**config.mk**
```make
export PLATFORM = sky130hd
export DESIGN_NAME = ddr3_ar_issue
export DESIGN_NICKNAME = d
export VERILOG_FILES = /design/src/rtl/ddr3_ar_issue.sv
export SDC_FILE = /design/constraint.sdc
export NUM_CORES = 1
export LEC_CHECK = 0
export BUFFER_PORTS_ARGS = -buffer_cell sky130_fd_sc_hd__buf_2
export CORE_MARGIN = 1
export CORE_UTILIZATION = 41
export DETAILED_ROUTE_END_ITERATION = 10
export MAX_ROUTING_LAYER = met4
export PLACE_DENSITY = 0.74
export SLEW_MARGIN = 20
export SYNTH_ARGS = -nofsm -noshare
export SYNTH_HDL_FRONTEND = slang
export SYNTH_SLANG_ARGS = --single-unit
```
**constraint.sdc**
```tcl
create_clock -name clk_100M -period 2.2 [get_ports clk_100M]
set_input_delay 0.33 -clock clk_100M [delete_from_list [all_inputs] [get_ports clk_100M]]
set_output_delay 0.33 -clock clk_100M [all_outputs]
set_load 0.03 [all_outputs]
```
**src/rtl/ddr3_ar_issue.sv**
```systemverilog
`default_nettype none
// ============================================================================
// Module      : ddr3_ar_issue
// Description : Pops packed read commands from the address FIFO and issues
//               them on the DDR3 AXI read-address channel. Throttles the
//               number of in-flight bursts and tracks R-channel completions.
// Revision    : 1.0 - initial release
// ============================================================================
module ddr3_ar_issue #(
  parameter int FIFO_LAT = 2,  // araddr_ref rising edge -> stable FIFO outputs
  parameter int MAX_OUT  = 4   // max in-flight bursts, 1..15
) (
  input  logic        clk_100M,
  input  logic        rst_n,
  input  logic        enable,
  input  logic        araddr_empty,
  output logic        araddr_ref,
  input  logic [27:0] fifo_araddr,
  input  logic [3:0]  fifo_aruser_id,
  input  logic [3:0]  fifo_arlen,
  output logic [27:0] axi_araddr,
  output logic [3:0]  axi_aruser_id,
  output logic [3:0]  axi_arlen,
  output logic        axi_arvalid,
  input  logic        axi_arready,
  input  logic        axi_rvalid,
  input  logic        axi_rlast,
  output logic [3:0]  outstanding,
  output logic        busy,
  output logic        err_underflow
);

  // State encoding
  localparam logic [2:0] c_st_idle  = 3'd0;
  localparam logic [2:0] c_st_pop   = 3'd1;
  localparam logic [2:0] c_st_wait  = 3'd2;
  localparam logic [2:0] c_st_latch = 3'd3;
  localparam logic [2:0] c_st_issue = 3'd4;

  // WAIT spends FIFO_LAT-1 cycles; with FIFO_LAT<=1 it is skipped entirely.
  localparam int              c_wait_cyc  = (FIFO_LAT > 1) ? (FIFO_LAT - 1) : 0;
  localparam int              c_cnt_w     = (c_wait_cyc > 1) ? $clog2(c_wait_cyc) : 1;
  localparam logic [c_cnt_w-1:0] c_wait_last = c_cnt_w'((c_wait_cyc > 0) ? (c_wait_cyc - 1) : 0);
  localparam logic [3:0]      c_max_out   = 4'(MAX_OUT);

  logic [2:0]         r_state;
  logic [2:0]         w_state_nxt;
  logic [c_cnt_w-1:0] r_wait_cnt;
  logic [3:0]         r_outstanding;
  logic               r_err_underflow;
  logic [27:0]        r_araddr;
  logic [3:0]         r_aruser_id;
  logic [3:0]         r_arlen;

  logic               w_can_issue;
  logic               w_wait_done;
  logic               w_ar_accept;
  logic               w_rlast_beat;
  logic               w_dec;
  logic               w_underflow;

  // The throttle deliberately looks at the registered count, so a completion
  // only unblocks a new pop one cycle after it is seen.
  assign w_can_issue  = enable & ~araddr_empty & (r_outstanding < c_max_out);
  assign w_wait_done  = (r_wait_cnt == c_wait_last);
  assign w_ar_accept  = axi_arvalid & axi_arready;
  assign w_rlast_beat = axi_rvalid & axi_rlast;
  assign w_dec        = w_rlast_beat & (r_outstanding != 4'd0);
  assign w_underflow  = w_rlast_beat & (r_outstanding == 4'd0);

  // State register
  always_ff @(posedge clk_100M or negedge rst_n) begin
    if (!rst_n) begin
      r_state <= c_st_idle;
    end else begin
      r_state <= w_state_nxt;
    end
  end

  // Next-state logic; enable and araddr_empty only matter in IDLE
  always_comb begin
    w_state_nxt = r_state;
    case (r_state)
      c_st_idle: begin
        if (w_can_issue) begin
          w_state_nxt = c_st_pop;
        end
      end
      c_st_pop: begin
        w_state_nxt = (c_wait_cyc > 0) ? c_st_wait : c_st_latch;
      end
      c_st_wait: begin
        if (w_wait_done) begin
          w_state_nxt = c_st_latch;
        end
      end
      c_st_latch: begin
        w_state_nxt = c_st_issue;
      end
      c_st_issue: begin
        if (axi_arready) begin
          w_state_nxt = c_st_idle;
        end
      end
      default: begin
        w_state_nxt = c_st_idle;
      end
    endcase
  end

  // Outputs decoded from state: one-cycle pop strobe and AR valid
  always_comb begin
    araddr_ref  = 1'b0;
    axi_arvalid = 1'b0;
    case (r_state)
      c_st_pop:   araddr_ref  = 1'b1;
      c_st_issue: axi_arvalid = 1'b1;
      default: begin
        araddr_ref  = 1'b0;
        axi_arvalid = 1'b0;
      end
    endcase
  end

  // FIFO latency counter, restarted on every pop
  always_ff @(posedge clk_100M or negedge rst_n) begin
    if (!rst_n) begin
      r_wait_cnt <= '0;
    end else if (r_state == c_st_pop) begin
      r_wait_cnt <= '0;
    end else if (r_state == c_st_wait) begin
      r_wait_cnt <= r_wait_cnt + c_cnt_w'(1);
    end
  end

  // Capture the popped command once the FIFO output has settled; held through ISSUE
  always_ff @(posedge clk_100M or negedge rst_n) begin
    if (!rst_n) begin
      r_araddr    <= 28'd0;
      r_aruser_id <= 4'd0;
      r_arlen     <= 4'd0;
    end else if (r_state == c_st_latch) begin
      r_araddr    <= fifo_araddr;
      r_aruser_id <= fifo_aruser_id;
      r_arlen     <= fifo_arlen;
    end
  end

  // In-flight burst count: +1 per AR accept, -1 per RLAST, saturating both ways
  always_ff @(posedge clk_100M or negedge rst_n) begin
    if (!rst_n) begin
      r_outstanding <= 4'd0;
    end else if (w_ar_accept && !w_dec) begin
      if (r_outstanding != 4'hF) begin
        r_outstanding <= r_outstanding + 4'd1;
      end
    end else if (w_dec && !w_ar_accept) begin
      r_outstanding <= r_outstanding - 4'd1;
    end
  end

  // Sticky flag for an RLAST with nothing in flight
  always_ff @(posedge clk_100M or negedge rst_n) begin
    if (!rst_n) begin
      r_err_underflow <= 1'b0;
    end else if (w_underflow) begin
      r_err_underflow <= 1'b1;
    end
  end

  assign axi_araddr    = r_araddr;
  assign axi_aruser_id = r_aruser_id;
  assign axi_arlen     = r_arlen;
  assign outstanding   = r_outstanding;
  assign err_underflow = r_err_underflow;
  assign busy          = (r_state != c_st_idle) | (r_outstanding != 4'd0);

endmodule
`default_nettype wire

```
# Word-level counts from Yosys, hierarchy flattened
# Cells that the tools add are included.
dict set report word_totals {
  register_bits 45
  input_bits 43
  elab_cells 51
}
dict set report op_classes {
  add_sub_neg 3
  order_cmp 1
  n_eq_ne 9
  muxes 11
  n_bitwise 8
  n_reduce_logical 12
}
# op count
set op_table {}
lappend op_table {{$pmux W3 S5} 1}
lappend op_table {{$mux W4} 3}
lappend op_table {{$mux W3} 3}
lappend op_table {{$and A1 B1 Y1} 6}
lappend op_table {{$eq A3 B2 Y1 const B} 2}
lappend op_table {{$ne A2 B2 Y1 const B} 3}
lappend op_table {{$add A4 B1 Y4 const B} 1}
lappend op_table {{$logic_not A4 Y1} 1}
lappend op_table {{$lt A4 B3 Y1 const B} 1}
lappend op_table {{$mux W1} 4}
lappend op_table {{$ne A4 B4 Y1 const B} 1}
lappend op_table {{$reduce_bool A2 Y1} 2}
lappend op_table {{$reduce_bool A4 Y1} 1}
lappend op_table {{$sub A4 B1 Y4 const B} 1}
lappend op_table {{$eq A3 B1 Y1 const B} 1}
lappend op_table {{$eq A3 B3 Y1 const B} 1}
lappend op_table {{$logic_not A3 Y1} 1}
lappend op_table {{$reduce_and A3 Y1} 1}
lappend op_table {{$reduce_bool A3 Y1} 1}
lappend op_table {{$logic_and A1 B1 Y1} 2}
lappend op_table {{$logic_not A1 Y1} 2}
lappend op_table {{$ne A2 B1 Y1 const B} 1}
lappend op_table {{$reduce_and A2 Y1} 1}
lappend op_table {{$add A1 B1 Y1 const B} 1}
lappend op_table {{2 further kinds} 2}

# Depth between registers and ports, before layout
dict set report depth {
  depth_word 7
  depth_mapped 10
  depth_no_buf 9
}

# Worst setup path after synthesis
# No wires, ideal clock.
dict set report synth_timing {
  path_kind {register to register}
  start {register r_outstanding[1] (netlist: outstanding[1])}
  end {register r_outstanding[3] (netlist: outstanding[3])}
  setup_time_ps 81
  arrival_ps 2126
  setup_slack_ps -7
  path_stages_with_launch 8
  n_path_buf 0
  path_cell_list {dfrtp_1 > nor4_4 > o211ai_1 > ha_1 > a21o_1 > a21oi_1 > mux2i_1 > xor2_1}
}
dict set report synth_between {
  elab_chain_len 6
  elab_cells_between_ends 14
}
# item line
set synth_lines {}
lappend synth_lines {{start, declared} 49} ;# logic [3:0] r_outstanding;
lappend synth_lines {{start signal, assigned} 155} ;# r_outstanding <= r_outstanding + 4'd1;
lappend synth_lines {{start signal, assigned} 158} ;# r_outstanding <= r_outstanding - 4'd1;
lappend synth_lines {{$reduce_bool A4 Y1} 68} ;# assign w_dec = w_rlast_beat & (r_outstanding != 4'd0);
lappend synth_lines {{$and A1 B1 Y1} 68}
lappend synth_lines {{$logic_not A1 Y1} 153} ;# end else if (w_ar_accept && !w_dec) begin
lappend synth_lines {{$logic_and A1 B1 Y1} 153}
lappend synth_lines {{$ne A2 B1 Y1 (no source line) / $reduce_bool A2 Y1 (equally long branches)} -}
lappend synth_lines {{$reduce_and A2 Y1 (no source line)} -}
# Several ways; a longest one is shown, not always the timed one. The select of a mux whose other input is x is not followed.
# A chain may end at the register's enable or synchronous reset.

# Worst setup path after layout
dict set report layout_timing {
  start {register r_state[0]}
  end {register r_outstanding[3] (netlist: outstanding[3])}
}
dict set report layout_between {
  elab_chain_len 7
  elab_cells_between_ends 10
}
# item line
set layout_lines {}
lappend layout_lines {{start, declared} 46} ;# logic [2:0] r_state;
lappend layout_lines {{start signal, assigned} 74} ;# r_state <= c_st_idle;
lappend layout_lines {{start signal, assigned} 76} ;# r_state <= w_state_nxt;
lappend layout_lines {{$eq A3 B3 Y1 *} 115} ;# case (r_state)
lappend layout_lines {{$mux W1 *} 115}
lappend layout_lines {{$and A1 B1 Y1 *} 66} ;# assign w_ar_accept = axi_arvalid & axi_arready;
lappend layout_lines {{$logic_not A1 Y1} 157} ;# end else if (w_dec && !w_ar_accept) begin
lappend layout_lines {{$logic_and A1 B1 Y1} 157}
lappend layout_lines {{$reduce_bool A2 Y1 (no source line)} -}
lappend layout_lines {{$reduce_and A2 Y1 (no source line)} -}
# Mark *: on every way between the ends. The rest lies on a longest branch, timed or not.

==> results.md <==
- Final setup viols: 0
- Via count: about 1.3k
- R2R Path End: outstanding[3]
- Area leader, netlist: dfrtp_1
- RSZ-0062 raised after global routing: no
- Sequential area share after synthesis: between 60% and 70%
- Pwr/cell area: ~1700 nW/µm²
- Clock latency at the later pin of the worst-skew pair: around 280 ps
- I/O pin cnt: just under 90
- Peak VDD IR: 0.878 mV
- Multi-input gate area: 692 µm²
- Status: finished clean
- Die Y: ~69 µm
- Worst EP arrival: roughly 2200 ps
- Vias in the first global route: roughly 1.2k
- Ys flop type: dfrtp_1
- Worst Path Class, Setup: reg -> reg
- Global-route wire length before repair: roughly 5700 µm
- Startpoint of the worst hold path: fifo_araddr[11]
- Largest fanout on the critical path: 7
- R2R Path Start: r_state[0]
- Mapped Nets: 169
- Crit path launch type: register
- FF-to-FF path depth: 9
- Normalized max-slew margin: between 60% and 70%
- Worst Setup End Kind: register
- Antenna violations before repair: 0
- Final hold vios: 0
- Clock root buffer: clkbuf_8
- Finished Layout Cells: 270
- Nets: between 200 and 300
- Final WS setup: 211 ps
- FF+latch count, synth: 45
- Area growth syn-to-layout: 34.1%
- Antenna-violating nets left: 0
- Filler instances: 370
- Yosys warning count: 0
- Post-DP HPWL: 2620 µm
- Starting Density: 42.7%
- Yosys cell types: 31
- Via density per instance: around 5
- Initial detailed-routing violation count: 50
- Syn avg cell area: 15.1 µm²
- RePlAce Congestion: slightly below 0.8
- Most common cell after layout, fill and taps aside: buf_2
- TritonRoute pass-1 iters: 4
- Antenna Cells: 0
- Fraction of layout cells with a size suffix above 1: 66.1%
- CTS tree: built
- Setup Skew: a little under 5 ps
- DRC viols: 0
- Final Max Slew Viols: 0
- I/O Buffers: 86
- Hold path endpoint: axi_araddr[11]
- Largest net degree at the start of global routing: 26
- CTS clock-pin slew for the worst setup and hold paths: ~80 ps
- Leakage: ~1.2 nW
- FMAX: 0.503 GHz
- Cells after Synth: 123
- Sequential Area: approximately 1100 µm²
- Pre-CTS setup slack: about 120 ps
- Routed WL per cell: 12.8 µm
- Worst hold path depth: 2
- Tcrit/Tclk final: 90.4%
- Mapped cell area: approximately 1900 µm²
- Worst hold path type: in -> reg
- Placed cells: between 200 and 300
- Setup tns final: 0 ps
- Die Width: about 69 µm
- Max Cap Viol: 0
- Post-synth EDFFs: 0
- Core Area: about 4400 µm²
- Top post-synthesis cells by area: dfrtp_1, mux2_2, buf_4
- GR Overflow Total: 0
- R2R setup slack: around 210 ps
- Commonest non-fill, non-tap cells in the layout: buf_2, dfrtp_1, mux2_2
- Critical Path RT: roughly 2400 ps
- Yosys top cell area share: a little over 60%
- Total track usage: ~15%
- Final WL: between 3000 and 4000 µm
- Num CTS Buffers: 5
- H-tree depth: 2
- Fin crit period: 1990 ps
- Die area: ~4800 µm²
- Rows: 24
- CTS Buffer Depth: 2
- CTS Sinks: 45
- Worst slew pin tran: around 480 ps
- Fraction of registers with async set/reset: 100%
==> critical path: stages, from the launching register on <==
cell      delay (ps)
dfrtp_2          460
nor2_2           170
nand2_2           80
inv_2             80
o211ai_1         110
buf_4            160
ha_1             300
a21oi_1          170
mux2i_1          230
xor2_1           150
==> area by class of cell <==
| type | count | area share [%] |
|---|---|---|
| Sequential cell | 45 | 45.2 |
| Multi-Input combinational cell | 71 | 27.7 |
| Timing Repair Buffer | 93 | 20.0 |
| Clock buffer | 5 | 2.76 |
| Tap cell | 52 | 2.61 |
| Clock inverter | 2 | 1.40 |
| Inverter | 2 | 0.301 |
==> how the worst max path moves through the flow <==
stage                        start        endpoint  cells after the start
finish                  r_state[0]  outstanding[3]                      9
global route            r_state[0]  outstanding[3]                      9
CTS                 outstanding[1]  outstanding[3]                      7
detailed placement  outstanding[1]  outstanding[3]                      7
global placement    outstanding[1]  outstanding[3]                      7
floorplan           outstanding[0]  outstanding[3]                      7
==> per-layer routing <==
| metal | global-route usage, % | part of all wire [%] |
|---|---|---|
| met4 | 5.44 | 1.2 |
| met1 | 19.6 | 45 |
| met5 | - | 0 |
| met3 | 4.07 | 8.2 |
| met2 | 24.1 | 46 |
==> registers in the layout, indices dropped and copies added, names as in the netlist <==
| signal | count |
|---|---|
| r_wait_cnt | 1 |
| axi_araddr | 28 |
| r_state | 3 |
| axi_aruser_id | 4 |
| outstanding | 4 |
| err_underflow | 1 |
| axi_arlen | 4 |
==> cells in the mapped netlist, types with 2 or more instances <==
master and count:
dfrtp_1 45, mux2_2 36, buf_4 4, o21ai_0 3, xor2_1 3, a21oi_1 2, ha_1 2, nand2_2 2
nand3b_1 2, nor2_1 2, nor3_1 2
==> per-stage QoR <==
stage,instance area (µm²),total power [W],util [%],hold slack [ps]
2_1_floorplan,1860,0.00307,-,34.4
3_3_place_gp,2370,0.00365,54.5,322
3_5_place_dp,2370,0.00370,54.5,319
4_1_cts,2490,0.00430,57.1,258
5_1_grt,2490,0.00451,57.3,257
6_report,2490,0.00425,57.3,268
==> power by group <==
group	total (W)	switching [W]	internal, W	leakage, nW
Clock	0.000589	0.000259	0.000330	0.0540
Sequential	0.00152	0.000266	0.00125	0.526
Combinational	0.00214	0.00131	0.000830	0.640
Total	0.00425	0.00184	0.00241	1.22
==> cells by family (layout without fill, tap and decap cells) <==
group           count (synthesis)  after routing  share of synthesized area [%]
compound gates                 11             11                           4.04
xor+xnor                        4              4                           1.88
fa+ha+maj                       3              3                           2.42
buf+inv                         7            102                           2.29
flops                          45             45                           60.5
mux                            39             39                           23.7
simple gates                   14             14                           5.11
==> timing repair <==
item | in CTS | in global routing
endpoints found under the hold margin | 6 | 0
endpoints found under the setup margin | 0 | 1
hold buffers | 1 | 0
setup buffers | 0 | 1
resized for setup | 0 | 1
Note: power is estimated with default switching activity, not from simulation.
